<file path="config.mk">
export PLATFORM = sky130hd
export DESIGN_NAME = fifo_read_ctrl
export DESIGN_NICKNAME = d
export VERILOG_FILES = /design/src/rtl/fifo_read_ctrl.sv
export SDC_FILE = /design/constraint.sdc
export NUM_CORES = 1
export LEC_CHECK = 0
export BUFFER_PORTS_ARGS = -buffer_cell sky130_fd_sc_hd__buf_2
export CORE_ASPECT_RATIO = 2
export CORE_MARGIN = 3
export CORE_UTILIZATION = 56
export CTS_CLUSTER_SIZE = 28
export DETAILED_ROUTE_END_ITERATION = 7
export PLACE_DENSITY = 0.81
export REMOVE_ABC_BUFFERS = 1
export SETUP_SLACK_MARGIN = 0.4
export SLEW_MARGIN = 10
export SYNTH_ARGS = -nofsm -noshare
export SYNTH_HDL_FRONTEND = slang
export SYNTH_SLANG_ARGS = --single-unit
export TNS_END_PERCENT = 30
</file>
<file path="constraint.sdc">
create_clock -name read_clk -period 4.1 [get_ports read_clk]
set_input_delay 0.82 -clock read_clk [delete_from_list [all_inputs] [get_ports read_clk]]
set_output_delay 0.82 -clock read_clk [all_outputs]
set_load 0.05 [all_outputs]
</file>
<file path="src/rtl/fifo_read_ctrl.sv">
// Read-side controller of a dual-clock FIFO: Gray read pointer, empty/level flags,
// and a 2-entry buffer turning the memory's registered read into a FWFT valid/ready stream.
module fifo_read_ctrl #(
  parameter int data_size    = 8,
  parameter int address_size = 4
) (
  input  logic                    read_clk,
  input  logic                    read_rst_n,
  input  logic [address_size:0]   write_ptr_sync,
  output logic [address_size-1:0] read_address,
  input  logic [data_size-1:0]    mem_read_data,
  output logic [address_size:0]   read_ptr,
  output logic                    read_empty,
  output logic [address_size:0]   read_level,
  output logic                    out_valid,
  input  logic                    out_ready,
  output logic [data_size-1:0]    out_data
);

  localparam int ptr_w = address_size + 1;

  logic [ptr_w-1:0]     rbin;
  logic [ptr_w-1:0]     rbin_next;
  logic [ptr_w-1:0]     rgray_next;
  logic [ptr_w-1:0]     level_next;
  logic                 skid_valid;
  logic [data_size-1:0] skid_data;
  logic                 fetch_pend;
  logic [1:0]           held;
  logic                 pop;
  logic                 issue;

  function automatic logic [ptr_w-1:0] gray2bin(input logic [ptr_w-1:0] g);
    logic [ptr_w-1:0] b;
    b[ptr_w-1] = g[ptr_w-1];
    for (int i = ptr_w - 2; i >= 0; i--) b[i] = b[i+1] ^ g[i];
    return b;
  endfunction

  // NOTE: every signal driven here gets a default first, so no path can infer a latch.
  always_comb begin
    held       = 2'(out_valid) + 2'(skid_valid) + 2'(fetch_pend);
    pop        = out_valid && out_ready;
    // A full buffer may still issue when the head leaves this cycle: one out, one in.
    issue      = !read_empty && ((held < 2'd2) || (held == 2'd2 && pop));
    rbin_next  = rbin + ptr_w'(issue);
    rgray_next = (rbin_next >> 1) ^ rbin_next;
    level_next = gray2bin(write_ptr_sync) - rbin_next;
  end

  assign read_address = rbin[address_size-1:0];

  // NOTE: all state uses non-blocking assignments so every register sees pre-edge values.
  always_ff @(posedge read_clk or negedge read_rst_n) begin
    if (!read_rst_n) begin
      rbin       <= '0;
      read_ptr   <= '0;
      read_empty <= 1'b1;
      read_level <= '0;
      fetch_pend <= 1'b0;
    end else begin
      rbin       <= rbin_next;
      read_ptr   <= rgray_next;
      read_empty <= (rgray_next == write_ptr_sync);
      read_level <= level_next;
      fetch_pend <= issue;
    end
  end

  // Skid word is older than the returning word, so it always reaches out_data first.
  always_ff @(posedge read_clk or negedge read_rst_n) begin
    if (!read_rst_n) begin
      out_valid  <= 1'b0;
      out_data   <= '0;
      skid_valid <= 1'b0;
      skid_data  <= '0;
    end else if (!out_valid || pop) begin
      if (skid_valid) begin
        out_valid <= 1'b1;
        out_data  <= skid_data;
        if (fetch_pend) begin
          skid_data <= mem_read_data;
        end else begin
          skid_valid <= 1'b0;
        end
      end else if (fetch_pend) begin
        out_valid <= 1'b1;
        out_data  <= mem_read_data;
      end else begin
        out_valid <= 1'b0;
      end
    end else if (fetch_pend) begin
      skid_valid <= 1'b1;
      skid_data  <= mem_read_data;
    end
  end

endmodule

</file>
Word level (Yosys, flattened, before mapping) --
Cells that the tools add are included.
Cells by class: add/sub/neg operators 4, magnitude comparators 1, equal/unequal tests 3, mux-type cells 10, bitwise logic cells 5, reductions and logical operators 10
Operator list (count):
- 2-to-1 mux 8 bit | 5
- adder 5 x 1 -> 5 bit | 1
- == test 5 bit | 1
- 2-to-1 mux 1 bit | 5
- subtractor 5 bit | 1
- XOR 4 x 5 -> 5 bit | 1
- nonzero test 2 bit | 2
- XOR 1 bit | 4
- logical AND 1 bit | 3
- adder 1 x 1 -> 2 bit | 1
- adder 2 x 1 -> 2 bit | 1
- == test 2 bit (second input constant) | 1
- logical NOT 1 bit | 2
- logical OR 1 bit | 2
- < comparator 2 bit (second input constant) | 1
- inequality test 2 bit (second input constant) | 1
- AND reduction 2 bit | 1
Storage, ports and cells: register bits after elaboration 35, output and inout bits 24, logic and storage cells 42

Depth between registers and ports, before layout --
Gate-level depths: netlist of run 1.
depth in word-level cells 9, depth in mapped cells 10, depth with buffers taken out 10

Least setup slack after synthesis of run 1 --
No wires, ideal clock.
kind register to register, start register out_valid, end register read_level[4], library setup time 0.131 ns, data arrival time 2.860 ns, path slack 1.109 ns, cell stages (with the launch flop) 11, clock period less this slack 2.991 ns, cells stage by stage dfrtp_1 > fa_1 > nand3b_1 > a21oi_1 > ha_1 > ha_1 > inv_1 > fa_1 > a31oi_1 > o21ai_0 > xor2_1
Between the ends: word-level cells in the longest chain between the ends 8
RTL lines:
- from (decl) | RTL line 15 | output logic out_valid,
- from (signal assigned) | RTL line 73 | out_valid <= 1'b0;
- from (signal assigned) | RTL line 79 | out_valid <= 1'b1;
- from (signal assigned) | RTL line 87 | out_valid <= 1'b1;
- adder 1 x 1 -> 2 bit | RTL line 42 | held = 2'(out_valid) + 2'(skid_valid) + 2'(fetch_pend);
- adder 2 x 1 -> 2 bit | RTL line 42
- == test 2 bit | RTL line 45 | issue = !read_empty && ((held < 2'd2) || (held == 2'd2 && pop));
- logical AND 1 bit | RTL line 45
- logical OR 1 bit (*) | RTL line 45
- logical AND 1 bit (*) | RTL line 45
- net issue | RTL line 31 | logic issue;
- adder 5 x 1 -> 5 bit (*) | RTL line 46 | rbin_next = rbin + ptr_w'(issue);
- net rbin_next[1] | RTL line 23 | logic [ptr_w-1:0] rbin_next;
- subtractor 5 bit (*) | RTL line 48 | level_next = gray2bin(write_ptr_sync) - rbin_next;
- net level_next[4] | RTL line 25 | logic [ptr_w-1:0] level_next;
- to (signal assigned) | RTL line 65 | read_level <= level_next;
- to (decl) | RTL line 14 | output logic [address_size:0] read_level,
Mark *: on every way through the listed nets, which the timed path passes. The rest lies on a longest branch. A chain may end at the register's enable or synchronous reset.

Worst setup path after layout of run 1 --
start register skid_valid, end register read_empty
Between the ends: word-level cells in the longest chain between the ends 9
RTL lines:
- from (decl) | RTL line 26 | logic skid_valid;
- from (signal assigned) | RTL line 75 | skid_valid <= 1'b0;
- from (signal assigned) | RTL line 84 | skid_valid <= 1'b0;
- from (signal assigned) | RTL line 93 | skid_valid <= 1'b1;
- adder 1 x 1 -> 2 bit (*) | RTL line 42
- adder 2 x 1 -> 2 bit (*) | RTL line 42
- == test 2 bit | RTL line 45
- logical AND 1 bit | RTL line 45
- logical OR 1 bit (*) | RTL line 45
- logical AND 1 bit (*) | RTL line 45
- net issue | RTL line 31
- adder 5 x 1 -> 5 bit (*) | RTL line 46
- net rbin_next[2] | RTL line 23
- XOR 4 x 5 -> 5 bit (*) | RTL line 47 | rgray_next = (rbin_next >> 1) ^ rbin_next;
- == test 5 bit (*) | RTL line 64 | read_empty <= (rgray_next == write_ptr_sync);
- to (signal assigned) | RTL line 64
- to (decl) | RTL line 13 | output logic read_empty,
Marked as above.

==> reports/results.ini, run 1 <==
[drt]
postRouteWirelength_microns = 3290
first_pass_iters = 4
antenna_left = 0
vias = 1134
drc = 0
first_iter_violations = 16
via_per_inst = 5.50
avgRoutedWirePerCell_microns = 16.0

[synthesis]
yosysUniqueCellTypes = 33
synth_area_sq_um = 1660
synth-edff-count = 0
synth_warnings = 0
ys_seq_area_frac = 0.513
yosysMostFrequentCell = dfrtp_1
synth_area_leaders = dfrtp_1, xnor2_1, mux2_2
ys.flop_type = dfrtp_1
yosysTopAreaCell = dfrtp_1
synth_seq_cells = 34
synthCells = 133
netlist_top_cells_count = dfrtp_1, xnor2_1, nor2_1
syn_avg_cell_area_sq_um = 12.5
async_flop_share = 1.00
synth_top_area_frac = 0.497

[cts]
root_buffer = clkbuf_8
cts_tree = done
clk_pin_slew_ps = 70
clock_sinks = 34
cts_buffers = 5
insertion_delay_ps = 280
post_cts_resized = 0
postCtsSetupBuffers = 0
cts_buffer_depth = 2
cts_hold_buf = 0
h-tree-depth = 2

[timing]
post-route-period-util = 0.808
fmax_mhz = 302
skew_ps = 3.17
slew_headroom = 0.359
rsz0062_at_grt = false
fin_crit_ps = 3310
max_slew.worst_pin.slew_ps = 958
setup_violations = 0
slew_violations = 0
hold_viol = 0
fin_setup_tns_ps = 0

[critical_path]
worstSetupEndpoint = read_empty
cp.required_ps = 4310
r2r_slack_ps = 790
reg2reg_to = read_empty
critical_path_class = flip-flop to flip-flop
reg2reg_from = skid_valid
start_kind = flip-flop
crit_start = skid_valid
r2r_cells = 10
end_kind = flip-flop
cp.arrival_ps = 3520
crit_fanout = 12

[status]
outcome = finished clean

[global_routing]
grt.met2_usage = 0.343
grt_usage = 0.207
antenna_found_initial = 0
grtUsageMet1 = 0.212
grt_pass1_wl_microns = 5660
grt_pass1_vias = 1266
overflow = 0
grt_max_degree = 35
grt-busiest-layer = met2
grtUsageMet3 = 0.0586

[flow_run]
maxCapViolations = 0

[die]
die_x_microns = 44.5
placementRows = 27
core_area_sq_um = 2800
initial_utilization = 0.593
die_h_microns = 83.0
ios = 40
dieArea_sq_um = 3700

[hold_path]
hold_path.class = flip-flop to flip-flop
min_path_cells = 1

[cells_and_area]
num_antenna_cells = 0
nNetsFinal = 199
synthToLayoutAreaGrowth_pct = 18.5
drive_above_1_share = 0.373

[place]
port_buffers = 39
dp_hpwl_microns = 2460
place.gp.congestion = 0.756

[metrics by stage]
step / worst slack, ps / util / cell area (sq um) / instances / hold slack (ps)
finish: 785 / 0.702 / 1970 / 206 / 510
global route: 487 / 0.702 / 1970 / 206 / 530
CTS: 765 / 0.702 / 1970 / 206 / 513
detailed placement: 801 / 0.670 / 1880 / 198 / 498
global placement: 976 / 0.670 / 1880 / 198 / 486
floorplan: 1110 / - / 1650 / 130 / 479
[layer usage]
layer	vias up	wire [microns]
li1	532	-
met1	555	1120
met2	37	1860
met3	10	173
met4	0	130
met5	-	0
[critical path, stage by stage (launching register included)]
cell and delay, ps:
dfrtp_1 740, fa_1 510, nand3b_1 160, a21oi_1 200
ha_1 250, ha_1 370, xnor2_2 220, inv_2 120
xnor2_1 240, mux2i_1 350, nor4_2 70
[cells by family (layout without fill, tap and decap cells)]
family | count (synthesis) | count (layout) | share of synthesized area
compound gates | 18 | 18 | 0.0693
buf+inv | 8 | 52 | 0.0203
mux | 19 | 19 | 0.122
simple gates | 23 | 23 | 0.0670
xor+xnor | 22 | 22 | 0.134
fa+ha+maj | 9 | 9 | 0.0745
flops | 34 | 34 | 0.513
[state kept, by name (all words and copies together), names as in the netlist]
name,count
read_ptr,4
fetch_pend,1
read_level,5
read_empty,1
out_data,8
rbin,5
skid_data,8
out_valid,1
skid_valid,1
[how the worst min path moves through the flow]
stage / end / from / slack, ps
6_report: skid_data[2] / skid_data[2] / 510
5_1_grt: skid_data[3] / skid_data[3] / 530
4_1_cts: skid_data[2] / skid_data[2] / 510
3_5_place_dp: skid_data[2] / skid_data[2] / 500
3_3_place_gp: skid_data[7] / skid_data[7] / 490
2_1_floorplan: skid_data[0] / skid_data[0] / 480
[cells in the final DEF, fill, tap and decap left out, types with 3 or more instances in the layout]
cell type and count:
mux2i_1 9, xnor2_1 13, clkbuf_8 6, inv_1 4
mux2_2 9, a21oi_1 10, xnor2_2 3, nand2_1 4
buf_2 39, ha_1 5, nor2_1 11, xor2_1 5
dfrtp_1 33
[area by class of cell]
type / instances / area [sq um]
Sequential cell: 34 / 852
Fill cell: 225 / 835
Multi-Input combinational cell: 91 / 776
Timing Repair Buffer: 39 / 195
Clock buffer: 7 / 86.3
Tap cell: 29 / 36.3
Inverter: 5 / 18.8
Clock inverter: 1 / 5.00
Power of run 1 is not shown: default switching activity piles up to over one toggle a cycle in this logic, so the estimate is an artifact.
==> inputs of run 2 (changes only) <==
--- a/config.mk
+++ b/config.mk
@@ -8,10 +8,10 @@
 export BUFFER_PORTS_ARGS = -buffer_cell sky130_fd_sc_hd__buf_2
 export CORE_ASPECT_RATIO = 2
 export CORE_MARGIN = 3
-export CORE_UTILIZATION = 56
+export CORE_UTILIZATION = 52
 export CTS_CLUSTER_SIZE = 28
 export DETAILED_ROUTE_END_ITERATION = 7
-export PLACE_DENSITY = 0.81
+export PLACE_DENSITY = 0.76
 export REMOVE_ABC_BUFFERS = 1
 export SETUP_SLACK_MARGIN = 0.4
 export SLEW_MARGIN = 10
==> constraint.sdc (replaced) <==
create_clock -name read_clk -period 3.1 [get_ports read_clk]
set_input_delay 0.62 -clock read_clk [delete_from_list [all_inputs] [get_ports read_clk]]
set_output_delay 0.62 -clock read_clk [all_outputs]
set_load 0.05 [all_outputs]
==> run 2 against run 1 <==
Against the previous run: worst setup slack lost 320 ps; clock skew increased by 3.4 ps; via count is 1.3% higher; sequential cell count unchanged; die area rose by 6.9%; non-clock buffer count increased by 6; first-iteration DRC count decreased by 25%; global-route usage is 1.6 points lower; register-to-register slack got worse by 320 ps.
==> reports/results.ini, run 2 (synthesis gave the netlist of run 1 again) <==
[status]
outcome = finished clean

[drt]
first_pass_iters = 2
wl_met1_microns = 1120
antenna_left = 0
wl_met3_microns = 176
drc = 0
maxUsedRoutingLayer = met4
avgRoutedWirePerCell_microns = 15.6
first_iter_violations = 12
postRouteWirelength_microns = 3330
via_per_inst = 5.39
vias = 1149
wl_met2_microns = 1880

[cts]
insertion_delay_ps = 290
cts_buffers = 5
clk_pin_slew_ps = 70
cts_tree = done
clock_sinks = 34
h-tree-depth = 2
root_buffer = clkbuf_8
cts_buffer_depth = 2

[timing]
slew_headroom = 0.345
post-route-period-util = 0.848
rsz0062_at_grt = true
hold_viol = 0
setup_violations = 0
slew_violations = 0
fin_setup_tns_ps = 0
max_slew.worst_pin.slew_ps = 979
fin_crit_ps = 2630
skew_ps = 6.54
fmax_mhz = 380

[die]
die_h_microns = 85.9
die_x_microns = 46.0
dieArea_sq_um = 3950
core_area_sq_um = 3010
ios = 40
placementRows = 28
initial_utilization = 0.551

[global_routing]
grt_usage = 0.191
grt_max_degree = 35
grt_pass1_wl_microns = 5200
antenna_found_initial = 0
overflow = 0
grt_pass1_vias = 1190

[critical_path]
crit_fanout = 6
end_kind = flip-flop
r2r_slack_ps = 470
critical_path_class = flip-flop to flip-flop
cp_slowest_cell = fa_1
r2r_cells = 10
reg2reg_to = read_level[3]
crit_chain = fa_1 -> nand3b_1 -> a21oi_2 -> ha_4 -> ha_4 -> inv_1 -> ha_1 -> a21oi_2 -> maj3_2 -> xnor2_1
cp_num_cells = 10
start_kind = flip-flop
reg2reg_from = out_valid
cp.required_ps = 3270
path_buf_inv = 1
crit_start = out_valid
cp_slowest_stage_delay_ps = 470
path_delay_family = adder cells
cp.arrival_ps = 2800
worstSetupEndpoint = read_level[3]

[cells_and_area]
drive_above_1_share = 0.443
reg_top3 = out_data x8, skid_data x8
finalNonFillerCells = 213
synthToLayoutAreaGrowth_pct = 27.4
num_antenna_cells = 0
nNetsFinal = 205
fill_cells = 222
layout_commonest_cell = buf_2
layout_common_cells = buf_2, dfrtp_1, xnor2_1, nor2_1

[hold_path]
hold_path.class = input port to async pin

[place]
place.gp.congestion = 0.753
dp_cells = 200
dp_hpwl_microns = 2430
port_buffers = 39

[flow_run]
maxCapViolations = 0

## run 2: cell types whose count changed in the layout (fill, tap and decap cells not counted), sizes merged
cell,before,now
buf,39,45
bufinv,0,2
clkbuf,7,5
## run 2: per-layer routing
metal,GRT usage,vias to the layer above
li1,-,548
met5,0,-
met4,0.130,0
met3,0.0588,11
met2,0.332,37
met1,0.172,553
## run 2: timing repair
item | CTS | global route
resized for setup | 6 | 6
setup buffers | 2 | 3
hold buffers | 0 | 0
endpoints found under the setup margin | 4 | 3
pin swaps | 1 | 4
## run 2: worst min path at each step
stage	endpoint	slack (ps)	cells after the start
finish	skid_valid	390	1
global route	out_data[2]	440	1
CTS	skid_data[7]	410	1
detailed placement	skid_data[1]	490	1
global placement	skid_data[3]	490	1
floorplan	fetch_pend	320	0
## run 2: cell type report
type / instances / area (sq um) / share of cell area
multi-input combinational: 91 / 831 / 0.392
clock buffer: 5 / 68.8 / 0.0325
clock inverter: 3 / 68.8 / 0.0325
inverter: 5 / 18.8 / 0.00887
timing repair buffer: 45 / 240 / 0.113
tap: 30 / 37.5 / 0.0177
sequential: 34 / 852 / 0.402
## run 2: metrics by stage
stage,setup slack [ps],area (sq um),utilization,hold WS (ps)
2_1_floorplan,109,1650,-,324
3_3_place_gp,234,1890,0.626,486
3_5_place_dp,177,1890,0.626,495
4_1_cts,409,2070,0.686,413
5_1_grt,348,2120,0.703,442
6_report,470,2120,0.703,385
Power of run 2 is left out for the same reason.
==> inputs of run 3 (changes only) <==
--- a/config.mk
+++ b/config.mk
@@ -8,10 +8,10 @@
 export BUFFER_PORTS_ARGS = -buffer_cell sky130_fd_sc_hd__buf_2
 export CORE_ASPECT_RATIO = 2
 export CORE_MARGIN = 3
-export CORE_UTILIZATION = 52
+export CORE_UTILIZATION = 47
 export CTS_CLUSTER_SIZE = 28
 export DETAILED_ROUTE_END_ITERATION = 7
-export PLACE_DENSITY = 0.76
+export PLACE_DENSITY = 0.72
 export REMOVE_ABC_BUFFERS = 1
 export SETUP_SLACK_MARGIN = 0.4
 export SLEW_MARGIN = 10
==> constraint.sdc (replaced) <==
create_clock -name read_clk -period 2.17 [get_ports read_clk]
set_input_delay 0.434 -clock read_clk [delete_from_list [all_inputs] [get_ports read_clk]]
set_output_delay 0.434 -clock read_clk [all_outputs]
set_load 0.05 [all_outputs]
==> run 3 against run 2 <==
Against the previous run: the flow now finishes with violations (setup timing); die area is 9.6% higher; routed wire length up 15%; maximum frequency decreased by 0.59%; via count up 9.7%; clock skew up 2.0 ps; register-to-register slack worse by 950 ps; critical path depth is the same; highest routed layer unchanged.
==> reports/results.ini, run 3 (synthesis gave the netlist of run 1 again) <==
[critical_path]
cp_slowest_cell = fa_1
crit_fanout = 3
start_kind = flip-flop
cp.required_ps = 2340
cp.arrival_ps = 2810
path_delay_family = adder cells
path_buf_inv = 0
crit_top_cell = ha_4
crit_chain = fa_1 -> nand3b_1 -> a21oi_2 -> ha_4 -> and3_4 -> xnor2_4 -> ha_4 -> a31oi_1 -> o21ai_1 -> xor2_1
end_kind = flip-flop
critical_path_class = flip-flop to flip-flop
cp_slowest_stage_delay_ps = 470

[timing]
post-route-period-util = 1.22
slew_headroom = 0.497
slew_violations = 0
max_slew.worst_pin.slew_ps = 754
hold_viol = 0
skew_ps = 8.52
fin_crit_ps = 2650
rsz0062_at_grt = true
fmax_mhz = 378
whs_ps = 207
setup_violations = 8
final.setup.worst_slack_ps = -476

[drt]
first_pass_iters = 4
postRouteWirelength_microns = 3810
antenna_left = 0
drc = 0
vias = 1261
avgRoutedWirePerCell_microns = 15.8
first_iter_violations = 16
via_per_inst = 5.21

[place]
place.gp.congestion = 0.781
port_buffers = 39
placed_cell_area_sq_um = 2050
dp_hpwl_microns = 2730

[cts]
clock_sinks = 34
cts_buffers = 5
insertion_delay_ps = 290
cts_buffer_depth = 2
h-tree-depth = 2
root_buffer = clkbuf_8
clk_pin_slew_ps = 70
cts_tree = done

[global_routing]
grt_max_degree = 35
grt_usage = 0.188
antenna_found_initial = 0
grt_pass1_vias = 1304
grt_pass1_wl_microns = 5800
overflow = 0

[cells_and_area]
layout_common_cells = buf_2, dfrtp_1, buf_4
num_antenna_cells = 0
layout_commonest_cell = buf_2
fill_cells = 251
drive_above_1_share = 0.562
synthToLayoutAreaGrowth_pct = 43.7
nNetsFinal = 232
fin_area_sq_um = 2390
reg_top3 = out_data x8, skid_data x8

[die]
die_x_microns = 48.0
core_area_sq_um = 3380
placementRows = 30
die_h_microns = 90.1
dieArea_sq_um = 4330
ios = 40
initial_utilization = 0.492

[status]
violations = setup timing
outcome = finished with violations

[hold_path]
hold_path.class = input port to async pin

[flow_run]
maxCapViolations = 0

-- run 3: changes by cell type in the layout (fill, tap and decap cells not counted), moves of 2 or more --
| cell | delta |
|---|---|
| inv_1 | -2 |
| xnor2_1 | -3 |
| buf_6 | +6 |
| xnor2_2 | +2 |
| bufinv_16 | -2 |
| ha_1 | -2 |
| ha_4 | +2 |
| buf_4 | +21 |
-- run 3: path summary, 6_finish.rpt --
check,from,to,slack [ps],depth (start not counted)
max,fetch_pend,read_level[4],-480,10
min,read_rst_n,rbin[0],210,1
max reg2reg,fetch_pend,read_level[4],-480,10
min reg2reg,skid_data[3],skid_data[3],510,1
max in group asynchronous,read_rst_n,read_ptr[3],1480,1
min in group read_clk,mem_read_data[4],skid_data[4],390,2
-- run 3: through the flow --
stage | setup TNS [ps] | setup WS, ps | utilization | cells
after floorplan | -4920 | -821 | - | 130
after CTS | -1750 | -386 | 0.682 | 238
final | -2200 | -476 | 0.707 | 242
after detailed placement | -3070 | -540 | 0.606 | 223
after global routing | -3030 | -555 | 0.707 | 242
after global placement | -2390 | -464 | 0.606 | 223
-- run 3: metal layers --
layer  GRT usage  part of all wire  vias up
met5           0                 0        -
met4      0.0764             0.031        0
met3      0.0401             0.047        9
met2       0.344              0.58       39
met1       0.180              0.34      615
li1            -                 -      598
-- run 3: repair_timing --
action	4_1_cts	5_1_grt
pin swaps	10	10
resized for setup	23	10
hold buffers	0	0
setup endpoints to repair	19	23
gates cloned	0	0
buffers inserted	7	4
-- run 3: final cells by class --
class	count	area [sq um]	area share
Clock buffer	6	82.6	0.0346
Clock inverter	2	12.5	0.00524
Inverter	5	21.3	0.00891
Multi-Input combinational cell	91	913	0.383
Sequential cell	34	852	0.357
Tap cell	32	40.0	0.0168
Timing Repair Buffer	72	465	0.195
Power of run 3 is left out for the same reason.
